==> src/rtl/lsu_pkg.sv <==
// Shared definitions for the load/store unit: funct3 codes, FSM encoding,
// access-size decode and lane-select helpers.
package lsu_pkg;

    localparam logic [2:0] F3_B  = 3'b000;
    localparam logic [2:0] F3_H  = 3'b001;
    localparam logic [2:0] F3_W  = 3'b010;
    localparam logic [2:0] F3_BU = 3'b100;
    localparam logic [2:0] F3_HU = 3'b101;

    typedef enum logic [1:0] {
        IDLE  = 2'd0,
        READ  = 2'd1,
        WRITE = 2'd2,
        RESP  = 2'd3
    } lsu_state_e;

    typedef enum logic [1:0] {
        SZ_BYTE = 2'd0,
        SZ_HALF = 2'd1,
        SZ_WORD = 2'd2
    } lsu_size_e;

    localparam logic [31:0] BYTE_MASK = 32'h0000_00FF;
    localparam logic [31:0] HALF_MASK = 32'h0000_FFFF;

    function automatic logic f3_legal(input logic [2:0] f3);
        return (f3 == F3_B) || (f3 == F3_H) || (f3 == F3_W) ||
               (f3 == F3_BU) || (f3 == F3_HU);
    endfunction

    // Bit 2 of funct3 only selects zero-extension; the low bits give the size.
    function automatic lsu_size_e f3_size(input logic [2:0] f3);
        case (f3[1:0])
            2'b00:   return SZ_BYTE;
            2'b01:   return SZ_HALF;
            default: return SZ_WORD;
        endcase
    endfunction

    // Halves ignore offset bit 0, words ignore both bits: misaligned
    // accesses that reach the lane logic are thereby aligned down.
    function automatic logic [4:0] lane_shift(input lsu_size_e sz, input logic [1:0] off);
        case (sz)
            SZ_BYTE: return {off, 3'b000};
            SZ_HALF: return {off[1], 4'b0000};
            default: return 5'd0;
        endcase
    endfunction

endpackage

==> src/rtl/lsu_mem_ctrl_if.sv <==
// Core-side request/response handshake plus data-memory port of the LSU.
// slave = the LSU itself, master = the core and memory around it.
interface lsu_mem_ctrl_if #(
    parameter int XLEN = 32
);

    logic            req_valid;
    logic            req_ready;
    logic            req_we;
    logic [2:0]      req_funct3;
    logic [XLEN-1:0] req_addr;
    logic [XLEN-1:0] req_wdata;

    logic            resp_valid;
    logic [XLEN-1:0] resp_rdata;
    logic            resp_err;

    logic            mem_we;
    logic [XLEN-1:0] mem_addr;
    logic [XLEN-1:0] mem_wd;
    logic [XLEN-1:0] mem_rd;

    modport slave (
        input  req_valid, req_we, req_funct3, req_addr, req_wdata, mem_rd,
        output req_ready, resp_valid, resp_rdata, resp_err, mem_we, mem_addr, mem_wd
    );

    modport master (
        output req_valid, req_we, req_funct3, req_addr, req_wdata, mem_rd,
        input  req_ready, resp_valid, resp_rdata, resp_err, mem_we, mem_addr, mem_wd
    );

endinterface

==> src/rtl/lsu_lane_unit.sv <==
// Combinational byte/half lane logic: load extract with sign/zero extension
// and store merge of new data into the previously read word.
module lsu_lane_unit
    import lsu_pkg::*;
(
    input  logic [31:0] i_word,
    input  logic [31:0] i_old,
    input  logic [31:0] i_wdata,
    input  logic [1:0]  i_off,
    input  logic [2:0]  i_funct3,
    output logic [31:0] o_load,
    output logic [31:0] o_merge
);

    lsu_size_e   w_size;
    logic [4:0]  w_sh;
    logic [15:0] w_lane;
    logic        w_sext;

    assign w_size = f3_size(i_funct3);
    assign w_sh   = lane_shift(w_size, i_off);
    assign w_lane = 16'(i_word >> w_sh);
    assign w_sext = ~i_funct3[2];

    // NOTE: every output of a combinational block gets a default before the
    // case, so no path leaves it unassigned and no latch is inferred.
    always_comb begin
        o_load  = i_word;
        o_merge = i_wdata;
        case (w_size)
            SZ_BYTE: begin
                o_load  = {{24{w_sext & w_lane[7]}}, w_lane[7:0]};
                o_merge = (i_old & ~(BYTE_MASK << w_sh)) | ((i_wdata & BYTE_MASK) << w_sh);
            end
            SZ_HALF: begin
                o_load  = {{16{w_sext & w_lane[15]}}, w_lane};
                o_merge = (i_old & ~(HALF_MASK << w_sh)) | ((i_wdata & HALF_MASK) << w_sh);
            end
            default: begin
                o_load  = i_word;
                o_merge = i_wdata;
            end
        endcase
    end

endmodule

==> src/rtl/lsu_mem_ctrl.sv <==
// RV32 load/store initiator: turns byte/half/word requests into aligned word
// accesses (read-modify-write for sub-word stores). Optional misaligned-access
// trap enabled by defining LSU_MISALIGN_TRAP_EN.
module lsu_mem_ctrl
    import lsu_pkg::*;
#(
    parameter int XLEN = 32
) (
    input logic           CLK,
    input logic           RST,
    lsu_mem_ctrl_if.slave lsu_bus
);

    lsu_state_e      r_state;
    lsu_state_e      w_next;

    logic            r_we;
    logic [2:0]      r_funct3;
    logic [XLEN-1:0] r_addr;
    logic [XLEN-1:0] r_wdata;
    logic [XLEN-1:0] r_word;
    logic [XLEN-1:0] r_resp_rdata;
    logic            r_err;

    logic            w_accept;
    logic            w_misalign;
    logic            w_err;
    logic            w_store_word;
    logic [XLEN-1:0] w_load;
    logic [XLEN-1:0] w_merge;

    assign w_accept     = (r_state == IDLE) && lsu_bus.req_valid;
    assign w_store_word = lsu_bus.req_we && (f3_size(lsu_bus.req_funct3) == SZ_WORD);

`ifdef LSU_MISALIGN_TRAP_EN
    always_comb begin
        w_misalign = 1'b0;
        case (f3_size(lsu_bus.req_funct3))
            SZ_HALF: w_misalign = lsu_bus.req_addr[0];
            SZ_WORD: w_misalign = |lsu_bus.req_addr[1:0];
            default: w_misalign = 1'b0;
        endcase
    end
`else
    assign w_misalign = 1'b0;
`endif

    assign w_err = w_misalign || !f3_legal(lsu_bus.req_funct3);

    always_comb begin
        w_next = r_state;
        case (r_state)
            IDLE: begin
                if (lsu_bus.req_valid) begin
                    if (w_err)             w_next = RESP;
                    else if (w_store_word) w_next = WRITE;
                    else                   w_next = READ;
                end
            end
            READ:    w_next = r_we ? WRITE : RESP;
            WRITE:   w_next = RESP;
            default: w_next = IDLE;
        endcase
    end

    // NOTE: sequential state uses non-blocking assignments only, so every
    // register samples pre-edge values regardless of statement order.
    always_ff @(posedge CLK) begin
        if (RST) begin
            r_state      <= IDLE;
            r_we         <= 1'b0;
            r_funct3     <= 3'b000;
            r_addr       <= '0;
            r_wdata      <= '0;
            r_word       <= '0;
            r_resp_rdata <= '0;
            r_err        <= 1'b0;
        end else begin
            r_state <= w_next;
            if (w_accept) begin
                r_we     <= lsu_bus.req_we;
                r_funct3 <= lsu_bus.req_funct3;
                r_addr   <= lsu_bus.req_addr;
                r_wdata  <= lsu_bus.req_wdata;
                r_err    <= w_err;
            end
            if (r_state == READ) begin
                r_word <= lsu_bus.mem_rd;
                if (!r_we) r_resp_rdata <= w_load;
            end
        end
    end

    lsu_lane_unit u_lane (
        .i_word   (lsu_bus.mem_rd),
        .i_old    (r_word),
        .i_wdata  (r_wdata),
        .i_off    (r_addr[1:0]),
        .i_funct3 (r_funct3),
        .o_load   (w_load),
        .o_merge  (w_merge)
    );

    // Memory port is driven only while an access is actually in progress.
    assign lsu_bus.req_ready  = (r_state == IDLE);
    assign lsu_bus.resp_valid = (r_state == RESP);
    assign lsu_bus.resp_err   = (r_state == RESP) && r_err;
    assign lsu_bus.resp_rdata = r_resp_rdata;
    assign lsu_bus.mem_we     = (r_state == WRITE);
    assign lsu_bus.mem_addr   = ((r_state == READ) || (r_state == WRITE)) ?
                                {r_addr[XLEN-1:2], 2'b00} : '0;
    assign lsu_bus.mem_wd     = (r_state == WRITE) ? w_merge : '0;

endmodule

==> src/flat_wrapper.sv <==
// flat-port wrapper written by rule: the top's interface ports become plain ports
module lsu_mem_ctrl_flat import lsu_pkg::*;
#(
    parameter int XLEN = 32
)
  (CLK, RST, lsu_bus_req_valid, lsu_bus_req_we, lsu_bus_req_funct3, lsu_bus_req_addr, lsu_bus_req_wdata, lsu_bus_mem_rd, lsu_bus_req_ready, lsu_bus_resp_valid, lsu_bus_resp_rdata, lsu_bus_resp_err, lsu_bus_mem_we, lsu_bus_mem_addr, lsu_bus_mem_wd);
  lsu_mem_ctrl_if #(.XLEN(XLEN)) lsu_bus_i ();
  input logic CLK;
  input logic RST;
  input wire logic [$bits(lsu_bus_i.req_valid)-1:0] lsu_bus_req_valid;
  input wire logic [$bits(lsu_bus_i.req_we)-1:0] lsu_bus_req_we;
  input wire logic [$bits(lsu_bus_i.req_funct3)-1:0] lsu_bus_req_funct3;
  input wire logic [$bits(lsu_bus_i.req_addr)-1:0] lsu_bus_req_addr;
  input wire logic [$bits(lsu_bus_i.req_wdata)-1:0] lsu_bus_req_wdata;
  input wire logic [$bits(lsu_bus_i.mem_rd)-1:0] lsu_bus_mem_rd;
  output wire logic [$bits(lsu_bus_i.req_ready)-1:0] lsu_bus_req_ready;
  output wire logic [$bits(lsu_bus_i.resp_valid)-1:0] lsu_bus_resp_valid;
  output wire logic [$bits(lsu_bus_i.resp_rdata)-1:0] lsu_bus_resp_rdata;
  output wire logic [$bits(lsu_bus_i.resp_err)-1:0] lsu_bus_resp_err;
  output wire logic [$bits(lsu_bus_i.mem_we)-1:0] lsu_bus_mem_we;
  output wire logic [$bits(lsu_bus_i.mem_addr)-1:0] lsu_bus_mem_addr;
  output wire logic [$bits(lsu_bus_i.mem_wd)-1:0] lsu_bus_mem_wd;
  assign lsu_bus_i.req_valid = lsu_bus_req_valid;
  assign lsu_bus_i.req_we = lsu_bus_req_we;
  assign lsu_bus_i.req_funct3 = lsu_bus_req_funct3;
  assign lsu_bus_i.req_addr = lsu_bus_req_addr;
  assign lsu_bus_i.req_wdata = lsu_bus_req_wdata;
  assign lsu_bus_i.mem_rd = lsu_bus_mem_rd;
  assign lsu_bus_req_ready = lsu_bus_i.req_ready;
  assign lsu_bus_resp_valid = lsu_bus_i.resp_valid;
  assign lsu_bus_resp_rdata = lsu_bus_i.resp_rdata;
  assign lsu_bus_resp_err = lsu_bus_i.resp_err;
  assign lsu_bus_mem_we = lsu_bus_i.mem_we;
  assign lsu_bus_mem_addr = lsu_bus_i.mem_addr;
  assign lsu_bus_mem_wd = lsu_bus_i.mem_wd;
  lsu_mem_ctrl #(.XLEN(XLEN)) u_core (.CLK(CLK), .RST(RST), .lsu_bus(lsu_bus_i));
endmodule
==> config.mk <==
export PLATFORM = sky130hd
export DESIGN_NAME = lsu_mem_ctrl_flat
export DESIGN_NICKNAME = d
export VERILOG_FILES = /design/src/rtl/lsu_pkg.sv /design/src/rtl/lsu_mem_ctrl_if.sv /design/src/rtl/lsu_lane_unit.sv /design/src/rtl/lsu_mem_ctrl.sv /design/src/flat_wrapper.sv
export SDC_FILE = /design/constraint.sdc
export NUM_CORES = 1
export LEC_CHECK = 0
export ABC_AREA = 1
export CAP_MARGIN = 20
export CELL_PAD_IN_SITES_DETAIL_PLACEMENT = 1
export CELL_PAD_IN_SITES_GLOBAL_PLACEMENT = 1
export CORE_MARGIN = 2
export CORE_UTILIZATION = 29
export CTS_CLUSTER_SIZE = 8
export DETAILED_ROUTE_END_ITERATION = 12
export GPL_TIMING_DRIVEN = 0
export HOLD_SLACK_MARGIN = 0.08
export PLACE_DENSITY = 0.77
export SLEW_MARGIN = 20
export SYNTH_ARGS = -nofsm -noshare
export SYNTH_HDL_FRONTEND = slang
export SYNTH_SLANG_ARGS = --single-unit
==> constraint.sdc <==
create_clock -name CLK -period 2.35 [get_ports CLK]
set_input_delay 0.5875 -clock CLK [delete_from_list [all_inputs] [get_ports CLK]]
set_output_delay 0.5875 -clock CLK [all_outputs]
set_load 0.01 [all_outputs]
Word level (Yosys, flattened, before mapping):

Index checks and enable logic that the tools add are counted.

* add/subtract/negate cells: 0
* $mul: 0
* div/mod/pow operators: 0
* magnitude comparators: 0
* equality and inequality tests: 12
* shift-type cells: 5
* muxes and demuxes: 12
* bitwise logic cells: 10
* reductions and logical operators: 15

Operators with widths (number)
* 32-bit one-hot mux with 2 select lines: 2
* 32-bit bitwise AND: 2
* 32-bit 2-to-1 mux: 2
* 32-bit NOT: 2
* 32-bit bitwise OR: 2
* 16-bit by 5-bit left shift with 32-bit output: 1
* 16-bit by 5-bit left shift with 32-bit output, first input constant: 1
* 8-bit by 5-bit left shift with 32-bit output: 1
* 8-bit by 5-bit left shift with 32-bit output, first input constant: 1
* 32-bit by 5-bit >> shifter with 16-bit output: 1
* 5-bit one-hot mux with 2 select lines: 1
* 2-bit by 1-bit == test with 1-bit output, second input constant: 4
* 2-bit zero test: 4
* 2-bit one-hot mux with 2 select lines: 2
* 2-bit == test, second input constant: 3
* 3-bit == test, second input constant: 2
* 2-bit 2-to-1 mux: 3
* 2-bit one-hot mux with 3 select lines: 1
* 1-bit logical OR: 5
* 3-bit by 1-bit == test with 1-bit output, second input constant: 1
* 3-bit by 2-bit == test with 1-bit output, second input constant: 1
* 1-bit logical AND: 3
* 3-bit zero test: 1
* 1-bit bitwise AND: 2
* other kinds (5): 6

* flip-flop bits (word level): 135
* latch bits: 0
* RAM bits: 0
* bits in read-only memories: 0
* output and inout port bits: 100
* word-level logic and storage cells: 62
* memories: 0

Depth between registers and ports, before layout:

* depth after elaboration: 10
* depth in mapped cells: 10

Hierarchy:

A second synthesis with hierarchy kept.

* cells, all modules: 1192
* area, all modules: 7360.8 µm²

By module, submodules not included
* lsu_mem_ctrl: instances 1, cells each 740, area an instance 5261.3 µm²
* lsu_lane_unit: instances 1, cells each 452, area an instance 2099.5 µm²

Worst setup path before layout:

OpenSTA, ideal clock, no wires.

* path type: register to output
* from: register u_core.r_addr[1]
* to: output lsu_bus_mem_wd[16]
* arrival: 1858 ps
* slack: -95 ps
* cell stages (with the launch flop): 10
* path buffers: 2
* cells stage by stage: dfxtp_1 > buf_2 > nand2_2 > inv_1 > clkbuf_1 > ha_1 > o21ai_1 > nor2_1 > a311oi_1 > nor2_1

* cells in the longest elaborated chain, start to end: 7
* elaborated cells between the ends (all ways): 13

RTL lines
* start: declaration: line lsu_mem_ctrl.sv:19 `logic [XLEN-1:0] r_addr;`
* start signal: assignment: line lsu_mem_ctrl.sv:83 `r_addr <= lsu_bus.req_addr;`
* 5-bit one-hot mux with 2 select lines (*): line lsu_pkg.sv:44 `case (sz)`
* 16-bit by 5-bit left shift with 32-bit output or 8-bit by 5-bit left shift with 32-bit output (tied branches): line lsu_lane_unit.sv:37, lsu_lane_unit.sv:33
* 32-bit NOT (on tied branches): line lsu_lane_unit.sv:37, lsu_lane_unit.sv:33
* 32-bit bitwise AND (on tied branches): line lsu_lane_unit.sv:37, lsu_lane_unit.sv:33
* 32-bit bitwise OR (on tied branches): line lsu_lane_unit.sv:37, lsu_lane_unit.sv:33
* 32-bit one-hot mux with 2 select lines (*): line lsu_lane_unit.sv:30 `case (w_size)`
* 32-bit 2-to-1 mux (*): line lsu_mem_ctrl.sv:112 `assign lsu_bus.mem_wd = (r_state == WRITE) ? w_merge : '0;`
* end: declaration: line flat_wrapper.sv:22 `output wire logic [$bits(lsu_bus_i.mem_wd)-1:0] lsu_bus_mem_wd;`

Mark *: on every way between the ends. The rest lies on a longest branch, timed or not.

Worst setup path in the final report:

* from: register u_core.r_funct3[0]
* to: output lsu_bus_mem_wd[18]

* cells in the longest elaborated chain, start to end: 10
* elaborated cells between the ends (all ways): 18

RTL lines
* start: declaration: line lsu_mem_ctrl.sv:18 `logic [2:0] r_funct3;`
* start signal: assignment: line lsu_mem_ctrl.sv:82 `r_funct3 <= lsu_bus.req_funct3;`
* 2-bit by 1-bit == test with 1-bit output or 2-bit zero test (tied branches): line lsu_pkg.sv:34 `case (f3[1:0])`
* 2-bit one-hot mux with 2 select lines (*): line lsu_pkg.sv:34
* 2-bit by 1-bit == test with 1-bit output or 2-bit zero test (tied branches): line lsu_pkg.sv:44, lsu_lane_unit.sv:30
* 5-bit one-hot mux with 2 select lines: line lsu_pkg.sv:44
* 16-bit by 5-bit left shift with 32-bit output or 8-bit by 5-bit left shift with 32-bit output (tied branches): line lsu_lane_unit.sv:37, lsu_lane_unit.sv:33
* 32-bit NOT (on tied branches): line lsu_lane_unit.sv:37, lsu_lane_unit.sv:33
* 32-bit bitwise AND (on tied branches): line lsu_lane_unit.sv:37, lsu_lane_unit.sv:33
* 32-bit bitwise OR (on tied branches): line lsu_lane_unit.sv:37, lsu_lane_unit.sv:33
* 32-bit one-hot mux with 2 select lines (*): line lsu_lane_unit.sv:30
* 32-bit 2-to-1 mux (*): line lsu_mem_ctrl.sv:112

Marks and branches as above.

==> run_results.csv <==
group,metric,value,unit
outcome,status,"complete, but fails checks",
outcome,violations,"setup timing",
setup_path,slowest_delay,0.35,ns
sta,finClkSkew,0.01026,ns
route,drt_wl_total,31770,um
global_routing,grtUsageTotal,0.2421,
placement,place_hpwl,22560,um
power,peakVddDrop,0.0005564,V
floorplan,initial_core_util,0.2936,
sta,hold_violations,0,
power,powerDensity,1213,nW/um^2
global_routing,grt_pass1_wl,45530,um
logic_synthesis,syn_avg_cell_area,6.420,um^2
floorplan,fp.dieArea,24870,um^2
run,cap_violations,0,
floorplan,num_rows,56,
setup_path,critPathMaxFanout,6,
sta,timing.final.ws_setup,-0.5517,ns
route,vias,8282,
clock_network,cts_tree,"built",
setup_path,cp_top_family,"compound AO/OA/AOI/OAI gates",
route,drc_errors,0,
placement,post_dp_cell_area,9260,um^2
logic_synthesis,ys_top_cells_by_area,"dfxtp_1 39%, nor2_1 12%, o21ai_0 11%",
clock_network,h-tree-depth,4,
clock_network,cts_root_buffer,"clkbuf_16",
logic_synthesis,synth.top_cell.area_share,0.3945,
sta,setup_violations,32,
clock_network,cts_buffers,17,
floorplan,die_y,157.7,um
floorplan,core,23330,um^2
setup_path,path_class,"flop to primary output",
setup_path,end_kind,"primary output",
min_path,hold_path_class,"flop to flop",
setup_path,cpMaxStageDelayCell,"dfxtp_2",
sta,rsz0062_at_grt,"yes",
placement,port_buffers,200,
route,wl_per_cell,19.25,um
clock_network,postCtsHoldBufs,0,
sta,slew_headroom,0.5294,
logic_synthesis,synth_most_common_cell,"nor2_1",
sta,fin_crit_sh,1.235,
clock_network,clkSinkCount,135,
cells_and_area,drive_gt1_frac,0.1878,
cells_and_area,fin_util,0.4557,
sta,slew_violations,0,
logic_synthesis,synthDistinctLibCells,33,
clock_network,clockBufferDepth,2,
cells_and_area,final_area,10630,um^2
setup_path,start_kind,"flop",
logic_synthesis,syn-cell-area,6850,um^2
clock_network,clk_pin_slew,0.06,ns
logic_synthesis,synth_ff_type,"dfxtp_1",
global_routing,antenna_found_initial,0,
logic_synthesis,yosysWarnings,0,
logic_synthesis,async_reset_ff_frac,0,
route,antenna_left,0,
route,via_per_inst,5.019,
power,p_leak,4.769,nW
logic_synthesis,yosysSeqAreaShare,0.3945,
logic_synthesis,yosys.area.top_type,"dfxtp_1",
setup_path,critical_path_arrival,2.31,ns
setup_path,required,1.76,ns
logic_synthesis,synth-edff-count,0,
global_routing,grt_pass1_vias,8164,
floorplan,die_w,157.7,um
sta,timing_worst_slew_pin_value,0.7059,ns
floorplan,io_pins,203,
cells_and_area,fillers,2947,
cells_and_area,syn_to_final_growth,55.20,%
placement,place_congestion,0.9359,
global_routing,gr-total-overflow,0,
cells_and_area,diodes,0,
route,dr.first_iter.drc_count,558,
sta,layout_min_cycle_time,2.902,ns
logic_synthesis,synth-seq-cells,135,
sta,fmax,344.6,MHz
logic_synthesis,netlist_instances,1067,
logic_synthesis,yosys-top-cells-count,"214 x nor2_1, 182 x nand2_1, 155 x o21ai_0",
setup_path,cp.buffers_inverters,3,
clock_network,insertion_delay,0.43,ns
setup_path,path_cells,"nor2_4 > nand2_8 > buf_8 > ha_4 > o21ai_4 > buf_6 > nor2_2 > a311oi_2 > nor2_1 > buf_2",
cells_and_area,nets,1427,
global_routing,grt_max_degree,17,
route,firstDrtPassIters,6,
-- cell families after synthesis --
family                   Yosys count  synth area share
AND/OR/NAND/NOR                  454            0.2694
AO/OA/AOI/OAI                    282            0.2163
buffers and inverters            190            0.1101
flip-flops                       135            0.3945
adder cells (fa/ha/maj)            5          0.009132
other                              1         0.0005474
-- per-layer routing --
layer | part of all wire | global-route usage | routed length [um] | vias up
met3 | 0.086 | 0.06214 | 2737 | 62
met2 | 0.49 | 0.4137 | 15470 | 355
met4 | 0.036 | 0.1082 | 1144 | 0
li1 | - | - | - | 3918
met5 | 0 | 0 | 0 | -
met1 | 0.39 | 0.2850 | 12420 | 3947
-- power breakdown --
part	leakage [nW]	total (mW)	internal [mW]	switching, mW
combinational	3.35	6.30	2.54	3.76
clock	0.308	2.99	1.90	1.08
sequential	1.12	3.61	3.01	0.598
-- worst reg2reg max path, cell delays in order (launching register included) --
cell and delay [ns]:
dfxtp_1 0.31, buf_6 0.16, nand2_8 0.10, buf_12 0.12
buf_8 0.13, inv_8 0.05, buf_4 0.12, buf_4 0.12
buf_4 0.13, nand2_1 0.08, nand2_2 0.09, nand3_4 0.14
nand2_2 0.15, buf_6 0.18, o21ai_1 0.12, inv_1 0.05
-- state kept, by name, summed over array words and instances, names as in the netlist --
signal	count
u_core.r_state	2
u_core.r_funct3	3
u_core.r_addr	32
u_core.r_wdata	32
u_core.lsu_bus.resp_rdata	32
u_core.r_we	1
u_core.r_word	32
u_core.r_err	1
-- metrics by stage --
step           total power [mW]  setup slack [ns]  hold WS, ns  cells  TNS, ns
6_report                  12.90           -0.5517       0.4709   1650   -8.593
4_1_cts                   12.31           -0.6209       0.4723   1632   -10.42
3_3_place_gp              8.632           -0.9100       0.4535   1587   -26.60
3_5_place_dp              8.755           -0.9057       0.4633   1587   -26.67
2_1_floorplan             6.386           0.02958       0.4343   1068        0
5_1_grt                   13.64           -0.5954       0.4966   1650   -10.23
-- repair_timing --
item | 4_1_cts | 5_1_grt
endpoints found under the setup margin | 62 | 69
pin swaps | 27 | 42
cloned | 0 | 2
resized for setup | 263 | 140
setup buffers | 15 | 19
-- cells in the final DEF, fill, tap and decap left out, drive strengths merged --
| cell type | synthesis | final |
|---|---|---|
| conb | 1 | 2 |
| dlygate4sd2 | 0 | 3 |
| clkinv | 2 | 6 |
| dfxtp | 135 | 135 |
| a21o | 1 | 1 |
| nand2 | 188 | 189 |
| o2111ai | 4 | 4 |
| clkdlybuf4s50 | 0 | 138 |
| clkdlybuf4s15 | 0 | 11 |
| nand4 | 15 | 15 |
| o21ai | 178 | 178 |
| inv | 117 | 118 |
| o21a | 1 | 1 |
| ha | 5 | 5 |
| a21oi | 85 | 85 |
| a311oi | 8 | 8 |
| buf | 26 | 87 |
| o211ai | 5 | 5 |
| or2 | 4 | 4 |
| nand3 | 26 | 26 |
| bufinv | 0 | 5 |
| nand3b | 5 | 5 |
| clkbuf | 45 | 84 |
| nor2 | 216 | 216 |
-- layout make-up --
class / count / area, um^2 / share of cell area
Tap cell: 319 / 399.1 / 0.03754
Timing Repair inverter: 1 / 11.26 / 0.001059
Buffer: 69 / 442.9 / 0.04166
Clock inverter: 9 / 173.9 / 0.01636
Inverter: 119 / 476.7 / 0.04484
Multi-Input combinational cell: 744 / 3861 / 0.3632
Sequential cell: 135 / 2716 / 0.2555
Timing Repair Buffer: 232 / 2096 / 0.1971
Clock buffer: 22 / 454.2 / 0.04272
-- final timing paths --
check             slack [ns]                         start                             to  cells after the start
hold / removal          0.47  u_core.lsu_bus.resp_rdata[1]   u_core.lsu_bus.resp_rdata[1]                      2
hold reg to reg         0.47  u_core.lsu_bus.resp_rdata[1]   u_core.lsu_bus.resp_rdata[1]                      2
setup reg to reg        0.20              u_core.r_addr[0]  u_core.lsu_bus.resp_rdata[25]                     15
setup / recovery       -0.55            u_core.r_funct3[0]             lsu_bus_mem_wd[18]                     10
No activity file was read; power rests on OpenSTA's default activity.
